--- src/rtl/rv32m_pkg.sv ---
// Shared definitions for the RV32M iterative divider: op codes, FSM states
// and the two operand constants used by the special-case detection.
package rv32m_pkg;

    typedef enum logic [1:0] {
        OP_DIV  = 2'b00,
        OP_DIVU = 2'b01,
        OP_REM  = 2'b10,
        OP_REMU = 2'b11
    } op_e;

    typedef enum logic [1:0] {
        S_IDLE = 2'd0,
        S_CALC = 2'd1,
        S_DONE = 2'd2
    } state_e;

    localparam logic [31:0] INT_MIN  = 32'h8000_0000;
    localparam logic [31:0] ALL_ONES = 32'hFFFF_FFFF;

endpackage

--- src/rtl/rv32m_divider_if.sv ---
// Request/writeback bundle of the divider.
// master: start/op/rd/DataA/DataB out, busy/done/WE/AddD/DataD in; slave: mirror.
interface rv32m_divider_if #(
    parameter int XLEN = 32
);
    logic            start;
    logic [1:0]      op;
    logic [4:0]      rd;
    logic [XLEN-1:0] DataA;
    logic [XLEN-1:0] DataB;
    logic            busy;
    logic            done;
    logic            WE;
    logic [4:0]      AddD;
    logic [XLEN-1:0] DataD;

    modport master (
        output start, op, rd, DataA, DataB,
        input  busy, done, WE, AddD, DataD
    );

    modport slave (
        input  start, op, rd, DataA, DataB,
        output busy, done, WE, AddD, DataD
    );
endinterface

--- src/rtl/rv32_div_step.sv ---
// One combinational radix-2 restoring division step.
// Ports: prem (partial remainder), dbit (next dividend bit), divisor in; next_rem, qbit out.
module rv32_div_step #(
    parameter int XLEN = 32
) (
    input  logic [XLEN:0]   prem,
    input  logic            dbit,
    input  logic [XLEN-1:0] divisor,
    output logic [XLEN:0]   next_rem,
    output logic            qbit
);
    // One extra bit on top of the shifted remainder so the MSB is a clean
    // borrow flag for the trial subtraction.
    logic [XLEN+1:0] trial;

    assign trial    = {prem, dbit} - {2'b00, divisor};
    assign qbit     = ~trial[XLEN+1];
    assign next_rem = qbit ? trial[XLEN:0] : {prem[XLEN-1:0], dbit};
endmodule

--- src/rtl/rv32m_divider.sv ---
// Iterative RV32M DIV/DIVU/REM/REMU unit: 34-cycle latency, 2 for special cases.
// Ports: clk, rst (sync active-low), bus (slave modport of rv32m_divider_if).
module rv32m_divider
    import rv32m_pkg::*;
#(
    parameter int XLEN = 32
) (
    input logic            clk,
    input logic            rst,
    rv32m_divider_if.slave bus
);
    state_e          state;
    state_e          state_d;
    logic [5:0]      cnt;
    logic [XLEN-1:0] dvd;
    logic [XLEN-1:0] dvs;
    logic [XLEN-1:0] quo;
    logic [XLEN:0]   prem;
    logic [XLEN:0]   prem_d;
    logic            qbit;
    logic            qneg;
    logic            rneg;
    logic            rem_sel;
    logic [4:0]      rd_q;

    logic            done_q;
    logic            we_q;
    logic [4:0]      add_q;
    logic [XLEN-1:0] data_q;

    logic            is_signed;
    logic            div_zero;
    logic            overflow;
    logic            last;
    logic [XLEN-1:0] q_fix;
    logic [XLEN-1:0] r_fix;

    assign is_signed = (bus.op == OP_DIV) || (bus.op == OP_REM);
    assign div_zero  = (bus.DataB == '0);
    assign overflow  = is_signed && (bus.DataA == INT_MIN) && (bus.DataB == ALL_ONES);

    // Special cases preload quo/prem and jump the counter to its end value,
    // so they leave CALC on the very next edge through the normal exit path.
    assign last  = (cnt == 6'd32);
    assign q_fix = qneg ? -quo : quo;
    assign r_fix = rneg ? -prem[XLEN-1:0] : prem[XLEN-1:0];

    rv32_div_step #(.XLEN(XLEN)) u_step (
        .prem     (prem),
        .dbit     (dvd[XLEN-1]),
        .divisor  (dvs),
        .next_rem (prem_d),
        .qbit     (qbit)
    );

    always_ff @(posedge clk) begin
        if (!rst) begin
            state <= S_IDLE;
        end else begin
            state <= state_d;
        end
    end

    always_comb begin
        state_d = state;
        unique case (state)
            S_IDLE:  if (bus.start) state_d = S_CALC;
            S_CALC:  if (last) state_d = S_DONE;
            S_DONE:  state_d = S_IDLE;
            default: state_d = S_IDLE;
        endcase
    end

    always_ff @(posedge clk) begin
        if (!rst) begin
            cnt     <= '0;
            dvd     <= '0;
            dvs     <= '0;
            quo     <= '0;
            prem    <= '0;
            qneg    <= 1'b0;
            rneg    <= 1'b0;
            rem_sel <= 1'b0;
            rd_q    <= '0;
            done_q  <= 1'b0;
            we_q    <= 1'b0;
            add_q   <= '0;
            data_q  <= '0;
        end else begin
            done_q <= 1'b0;
            we_q   <= 1'b0;
            unique case (state)
                S_IDLE: begin
                    if (bus.start) begin
                        rd_q    <= bus.rd;
                        rem_sel <= (bus.op == OP_REM) || (bus.op == OP_REMU);
                        unique case (1'b1)
                            div_zero: begin
                                quo  <= ALL_ONES;
                                prem <= {1'b0, bus.DataA};
                                qneg <= 1'b0;
                                rneg <= 1'b0;
                                cnt  <= 6'd32;
                            end
                            overflow: begin
                                quo  <= INT_MIN;
                                prem <= '0;
                                qneg <= 1'b0;
                                rneg <= 1'b0;
                                cnt  <= 6'd32;
                            end
                            default: begin
                                quo  <= '0;
                                prem <= '0;
                                cnt  <= '0;
                                dvd  <= (is_signed && bus.DataA[XLEN-1])
                                        ? -bus.DataA : bus.DataA;
                                dvs  <= (is_signed && bus.DataB[XLEN-1])
                                        ? -bus.DataB : bus.DataB;
                                qneg <= is_signed
                                        && (bus.DataA[XLEN-1] ^ bus.DataB[XLEN-1]);
                                rneg <= is_signed && bus.DataA[XLEN-1];
                            end
                        endcase
                    end
                end
                S_CALC: begin
                    if (last) begin
                        data_q <= rem_sel ? r_fix : q_fix;
                        add_q  <= rd_q;
                        done_q <= 1'b1;
                        we_q   <= (rd_q != 5'd0);
                    end else begin
                        prem <= prem_d;
                        quo  <= {quo[XLEN-2:0], qbit};
                        dvd  <= {dvd[XLEN-2:0], 1'b0};
                        cnt  <= cnt + 6'd1;
                    end
                end
                default: ;
            endcase
        end
    end

    assign bus.busy  = (state != S_IDLE);
    assign bus.done  = done_q;
    assign bus.WE    = we_q;
    assign bus.AddD  = add_q;
    assign bus.DataD = data_q;
endmodule

--- src/flat_wrapper.sv ---
// flat-port wrapper written by rule: the top's interface ports become plain ports
module rv32m_divider_flat import rv32m_pkg::*;
#(
    parameter int XLEN = 32
)
  (clk, rst, bus_start, bus_op, bus_rd, bus_DataA, bus_DataB, bus_busy, bus_done, bus_WE, bus_AddD, bus_DataD);
  rv32m_divider_if #(.XLEN(XLEN)) bus_i ();
  input logic clk;
  input logic rst;
  input wire logic [$bits(bus_i.start)-1:0] bus_start;
  input wire logic [$bits(bus_i.op)-1:0] bus_op;
  input wire logic [$bits(bus_i.rd)-1:0] bus_rd;
  input wire logic [$bits(bus_i.DataA)-1:0] bus_DataA;
  input wire logic [$bits(bus_i.DataB)-1:0] bus_DataB;
  output wire logic [$bits(bus_i.busy)-1:0] bus_busy;
  output wire logic [$bits(bus_i.done)-1:0] bus_done;
  output wire logic [$bits(bus_i.WE)-1:0] bus_WE;
  output wire logic [$bits(bus_i.AddD)-1:0] bus_AddD;
  output wire logic [$bits(bus_i.DataD)-1:0] bus_DataD;
  assign bus_i.start = bus_start;
  assign bus_i.op = bus_op;
  assign bus_i.rd = bus_rd;
  assign bus_i.DataA = bus_DataA;
  assign bus_i.DataB = bus_DataB;
  assign bus_busy = bus_i.busy;
  assign bus_done = bus_i.done;
  assign bus_WE = bus_i.WE;
  assign bus_AddD = bus_i.AddD;
  assign bus_DataD = bus_i.DataD;
  rv32m_divider #(.XLEN(XLEN)) u_core (.clk(clk), .rst(rst), .bus(bus_i));
endmodule
--- config.mk ---
export PLATFORM = sky130hd
export DESIGN_NAME = rv32m_divider_flat
export DESIGN_NICKNAME = d
export VERILOG_FILES = /design/src/rtl/rv32m_pkg.sv /design/src/rtl/rv32m_divider_if.sv /design/src/rtl/rv32_div_step.sv /design/src/rtl/rv32m_divider.sv /design/src/flat_wrapper.sv
export SDC_FILE = /design/constraint.sdc
export NUM_CORES = 1
export LEC_CHECK = 0
export BUFFER_PORTS_ARGS = -buffer_cell sky130_fd_sc_hd__buf_2
export CAP_MARGIN = 20
export CORE_ASPECT_RATIO = 1.1
export CORE_MARGIN = 5
export CORE_UTILIZATION = 50
export CTS_BUF_LIST = sky130_fd_sc_hd__clkbuf_8
export DETAILED_ROUTE_END_ITERATION = 10
export PLACE_DENSITY = 0.68
export SLEW_MARGIN = 20
export SYNTH_ARGS = -nofsm -noshare
export SYNTH_HDL_FRONTEND = slang
export SYNTH_SLANG_ARGS = --single-unit
--- constraint.sdc ---
create_clock -name clk -period 7.8 [get_ports clk]
set_clock_uncertainty 0.2 [all_clocks]
set_input_delay 1.56 -clock clk [delete_from_list [all_inputs] [get_ports clk]]
set_output_delay 1.56 -clock clk [all_outputs]
set_load 0.005 [all_outputs]
==> key figures <==
Global routing
  • Global-route wire length before repair: 56800 µm
  • GRT Residual Overflow: 0
  • GR peak layer: met2
  • Met3 usage: 0.0270
  • Initial antenna violation count: 2
  • Largest net degree at the start of global routing: 87
  • Vias in the first global route: 10900
  • Met1 Use GR: 0.327
  • Met2 usage: 0.410
  • All-Layer GR Usage: 0.244

Floorplanning
  • DIE HEIGHT: 174 µm
  • Die width: 159 µm
  • Core ar.: 24300 µm²
  • Number of top-level pins: 114
  • Initial core utilization: 0.505
  • Die ar.: 27800 µm²
  • Std cell rows: 60

Critical path
  • Critical path peak fanout: 32
  • Type of destination of the critical path: flop
  • Critical-path cell list: buf_2 > nor4_1 > and3_1 > nand4b_1 > or4_1 > o21ai_1 > a21o_1 > nand2_1 > a21boi_0
  • Crit Reg-Reg Endpoint: u_core.prem[6]
  • CP Buf/Inv Count: 1
  • Worst r2r path cells: 11
  • Worst R2R Start: u_core.prem[2]
  • Delay of the slowest critical-path stage: 0.92 ns
  • Crit-path leading delay family: simple AND/OR/NAND/NOR gates
  • Flop2flop setup slack: 3.33 ns
  • Type of origin of the critical path: input pin
  • Crit path kind: input pin to flop
  • Critical path arrival: 5.03 ns
  • Slowest CP cell: a21o_1
  • Req. time, crit path: 8.01 ns

Place
  • Placement Setup Slack: 2.53 ns
  • Port Buf Inserts: 113
  • GP Congestion: 0.902
  • Post-DP HPWL: 25400 µm
  • Placement Cell Area: 13000 µm²

Synthesis
  • Number of synthesized register bits: 184
  • Yosys warnings: 0
  • Library cells used by synthesis: 62
  • Syn_nets: 1721
  • Synth Flop Type: dfxtp_1
  • Post-Syn Instances: 1607
  • Register area share after synthesis: 0.300
  • Syn Std Cell Area: 12300 µm²
  • Synth async-reset ratio: 0
  • Number of flops mapped to enable cells by yosys: 0
  • Syn Area/Cell: 7.64 µm²

Power
  • Leakage power: 5.35 nW
  • Net Sw Power: 1.11 mW
  • VDD IR max: 0.000107 V
  • Internal power: 1.68 mW
  • Sw Ratio: 0.397
  • Logic pwr share: 0.344
  • Clock power share: 0.264
  • Sequential share of power: 0.392
  • Pwr per Cell Area: 207 nW/µm²

Job
  • Max Cap Violations: 0

Hold path
  • Hold endpoint: u_core.bus.DataD[16]
  • Min-delay src: u_core.bus.DataD[16]
  • Hold Crit Depth: 2
  • Hold Crit Class: flop to flop

Drt
  • Post-route ant nets: 0
  • Drt wl/cell: 17.9 µm
  • DR pass1 iterations: 5
  • 1st-iter DRT viols: 977
  • Residual DRC: 0
  • Via-per-instance ratio: 6.02
  • Drt total wl: 35200 µm
  • Routed vias: 11900

Clock tree
  • Reg clk slew, reported paths: 0.11 ns
  • CTS tree: done
  • Post-cts hold buffer count: 0
  • CTS Buffer Depth: 2
  • Postcts setup bufs: 0
  • Clock latency on the worst-skew pair: 0.48 ns
  • # H-tree levels: 4
  • CTS root buf: clkbuf_8
  • Cts repair resizes: 0
  • CTS buffer count: 17
  • Clock sinks: 184

STA
  • Worst-margin pin slew: 1.17 ns
  • Max Transition Viols Final: 0
  • Hold Vio Cnt, Final: 0
  • Tmin final: 4.82 ns
  • Setup ws final: 2.98 ns
  • RSZ-0062 raised after global routing: false
  • Final hold slack: 0.252 ns
  • Max Freq: 0.207 GHz
  • Setup TNS: 0 ns
  • Final setup viols: 0
  • Rel. slew slack: 0.215
  • Crit share post-route: 0.618

Final layout
  • Layout net count: 1762
  • Multi-input logic area: 8040 µm²
  • Filler cells: 2427
  • Reg area: 3690 µm²
  • Share of layout cells above drive strength 1: 0.111
  • Finished Cell Area: 13500 µm²
  • Synthesis-to-layout area growth: 9.73%

Outcome
  • Status: completed
==> power by group through the flow <==
stage               clock network (mW)  registers (mW)  logic (mW)
floorplan                            0            1.07       0.722
global placement                     0            1.11       0.933
detailed placement                   0            1.11       0.944
CTS                              0.747            1.09       0.949
global route                     0.788            1.10        1.06
finish                           0.734            1.09       0.959
==> flip-flops by register name (all words and copies together) (netlist names) <==
name              cells
u_core.rd_q           5
u_core.dvd           32
u_core.bus.done       1
u_core.dvs           32
u_core.bus.WE         1
u_core.cnt            6
u_core.rem_sel        1
u_core.state          2
u_core.bus.AddD       5
u_core.prem          33
u_core.rneg           1
u_core.bus.DataD     32
u_core.quo           32
u_core.qneg           1
==> layout make-up <==
class / instances / share of cell area
timing repair buffer: 129 / 0.0511
clock buffer: 17 / 0.0174
tap: 310 / 0.0288
multi-input combinational: 1260 / 0.597
clock inverter: 15 / 0.0166
inverter: 56 / 0.0156
antenna: 1 / 0.000186
sequential: 184 / 0.274
==> worst register-to-register path, cell delays in order, from the launching register on <==
cell       delay (ns)
dfxtp_1          0.44
ha_1             0.41
o21a_1           0.15
o31a_1           0.23
o2111ai_1        0.31
a31o_2           0.37
o21a_1           0.24
o311ai_4         0.81
buf_4            0.53
mux2_2           0.39
a211oi_1         0.22
nor2_1           0.07
==> worst max-delay path by stage <==
stage	startpoint	endpoint	slack, ns	cells past startpoint
5_1_grt	bus_DataB[4]	u_core.dvd[11]	2.60	9
2_1_floorplan	bus_DataB[4]	u_core.prem[10]	3.72	9
6_report	bus_DataB[4]	u_core.dvd[31]	2.98	9
3_5_place_dp	bus_DataB[4]	u_core.dvd[0]	2.53	9
3_3_place_gp	bus_DataB[4]	u_core.dvd[13]	2.61	9
4_1_cts	bus_DataB[4]	u_core.dvd[0]	3.06	9
==> Yosys cell counts (all sizes together) (19+ instances only) <==
cell,n,area (µm²)
nand4,19,119
nand3,35,175
dfxtp,184,3680
inv,56,210
a31oi,25,156
a21oi,122,611
o21ai,135,676
nor4,20,125
o211a,31,310
o211ai,53,398
clkbuf,99,372
o31ai,22,193
xor2,64,561
nor2,69,259
nor3,43,215
a21boi,93,698
ha,39,488
a22oi,32,240
nand2,215,807
xnor2,79,692
==> per-stage QoR <==
step,total power [mW],instances,utilization
2_1_floorplan,1.79,1607,-
3_3_place_gp,2.04,1939,0.535
3_5_place_dp,2.05,1939,0.535
4_1_cts,2.78,1971,0.554
5_1_grt,2.95,1972,0.554
6_report,2.79,1972,0.554
==> layer usage <==
| layer | vias to the layer above | part of all wire |
|---|---|---|
| met2 | 380 | 0.48 |
| met3 | 64 | 0.053 |
| met4 | 2 | 0.027 |
| met5 | - | 0.00040 |
| li1 | 5922 | - |
| met1 | 5503 | 0.44 |
==> placed cells by master (no fill, tap or decap), types with 6 or more instances in the layout <==
cell / Yosys / final
a21oi_1: 122 / 121
and2_1: 12 / 12
a211oi_1: 12 / 12
a21boi_0: 90 / 90
buf_4: 0 / 17
or4_1: 10 / 10
mux2i_1: 7 / 7
o21ai_0: 130 / 130
dfxtp_1: 184 / 183
nand4_1: 19 / 19
o211ai_1: 53 / 53
a22oi_1: 32 / 32
o211a_1: 31 / 31
or3_1: 15 / 15
xor2_1: 64 / 64
xnor2_1: 79 / 79
clkbuf_8: 0 / 17
nor4_1: 20 / 20
nand2b_1: 12 / 11
nor2b_1: 15 / 13
o21bai_1: 6 / 6
nand2_1: 215 / 215
buf_2: 0 / 112
o31ai_1: 20 / 20
nor2_1: 69 / 64
nand3_1: 35 / 35
and3_1: 6 / 6
a31oi_1: 25 / 25
nor3_1: 43 / 43
o41ai_1: 12 / 12
a21o_1: 9 / 9
inv_1: 56 / 56
ha_1: 39 / 39
==> cell families (layout without fill, tap and decap cells) <==
| group | count (synthesis) | in the layout | share of synthesized area |
|---|---|---|---|
| compound gates | 579 | 579 | 0.311 |
| xor+xnor | 143 | 143 | 0.102 |
| fa+ha+maj | 40 | 40 | 0.0414 |
| buf+inv | 163 | 217 | 0.0498 |
| flops | 184 | 184 | 0.300 |
| mux | 8 | 8 | 0.00662 |
| other cells | 0 | 1 | 0 |
| simple gates | 490 | 490 | 0.189 |
(Power assumes the default switching activity.)
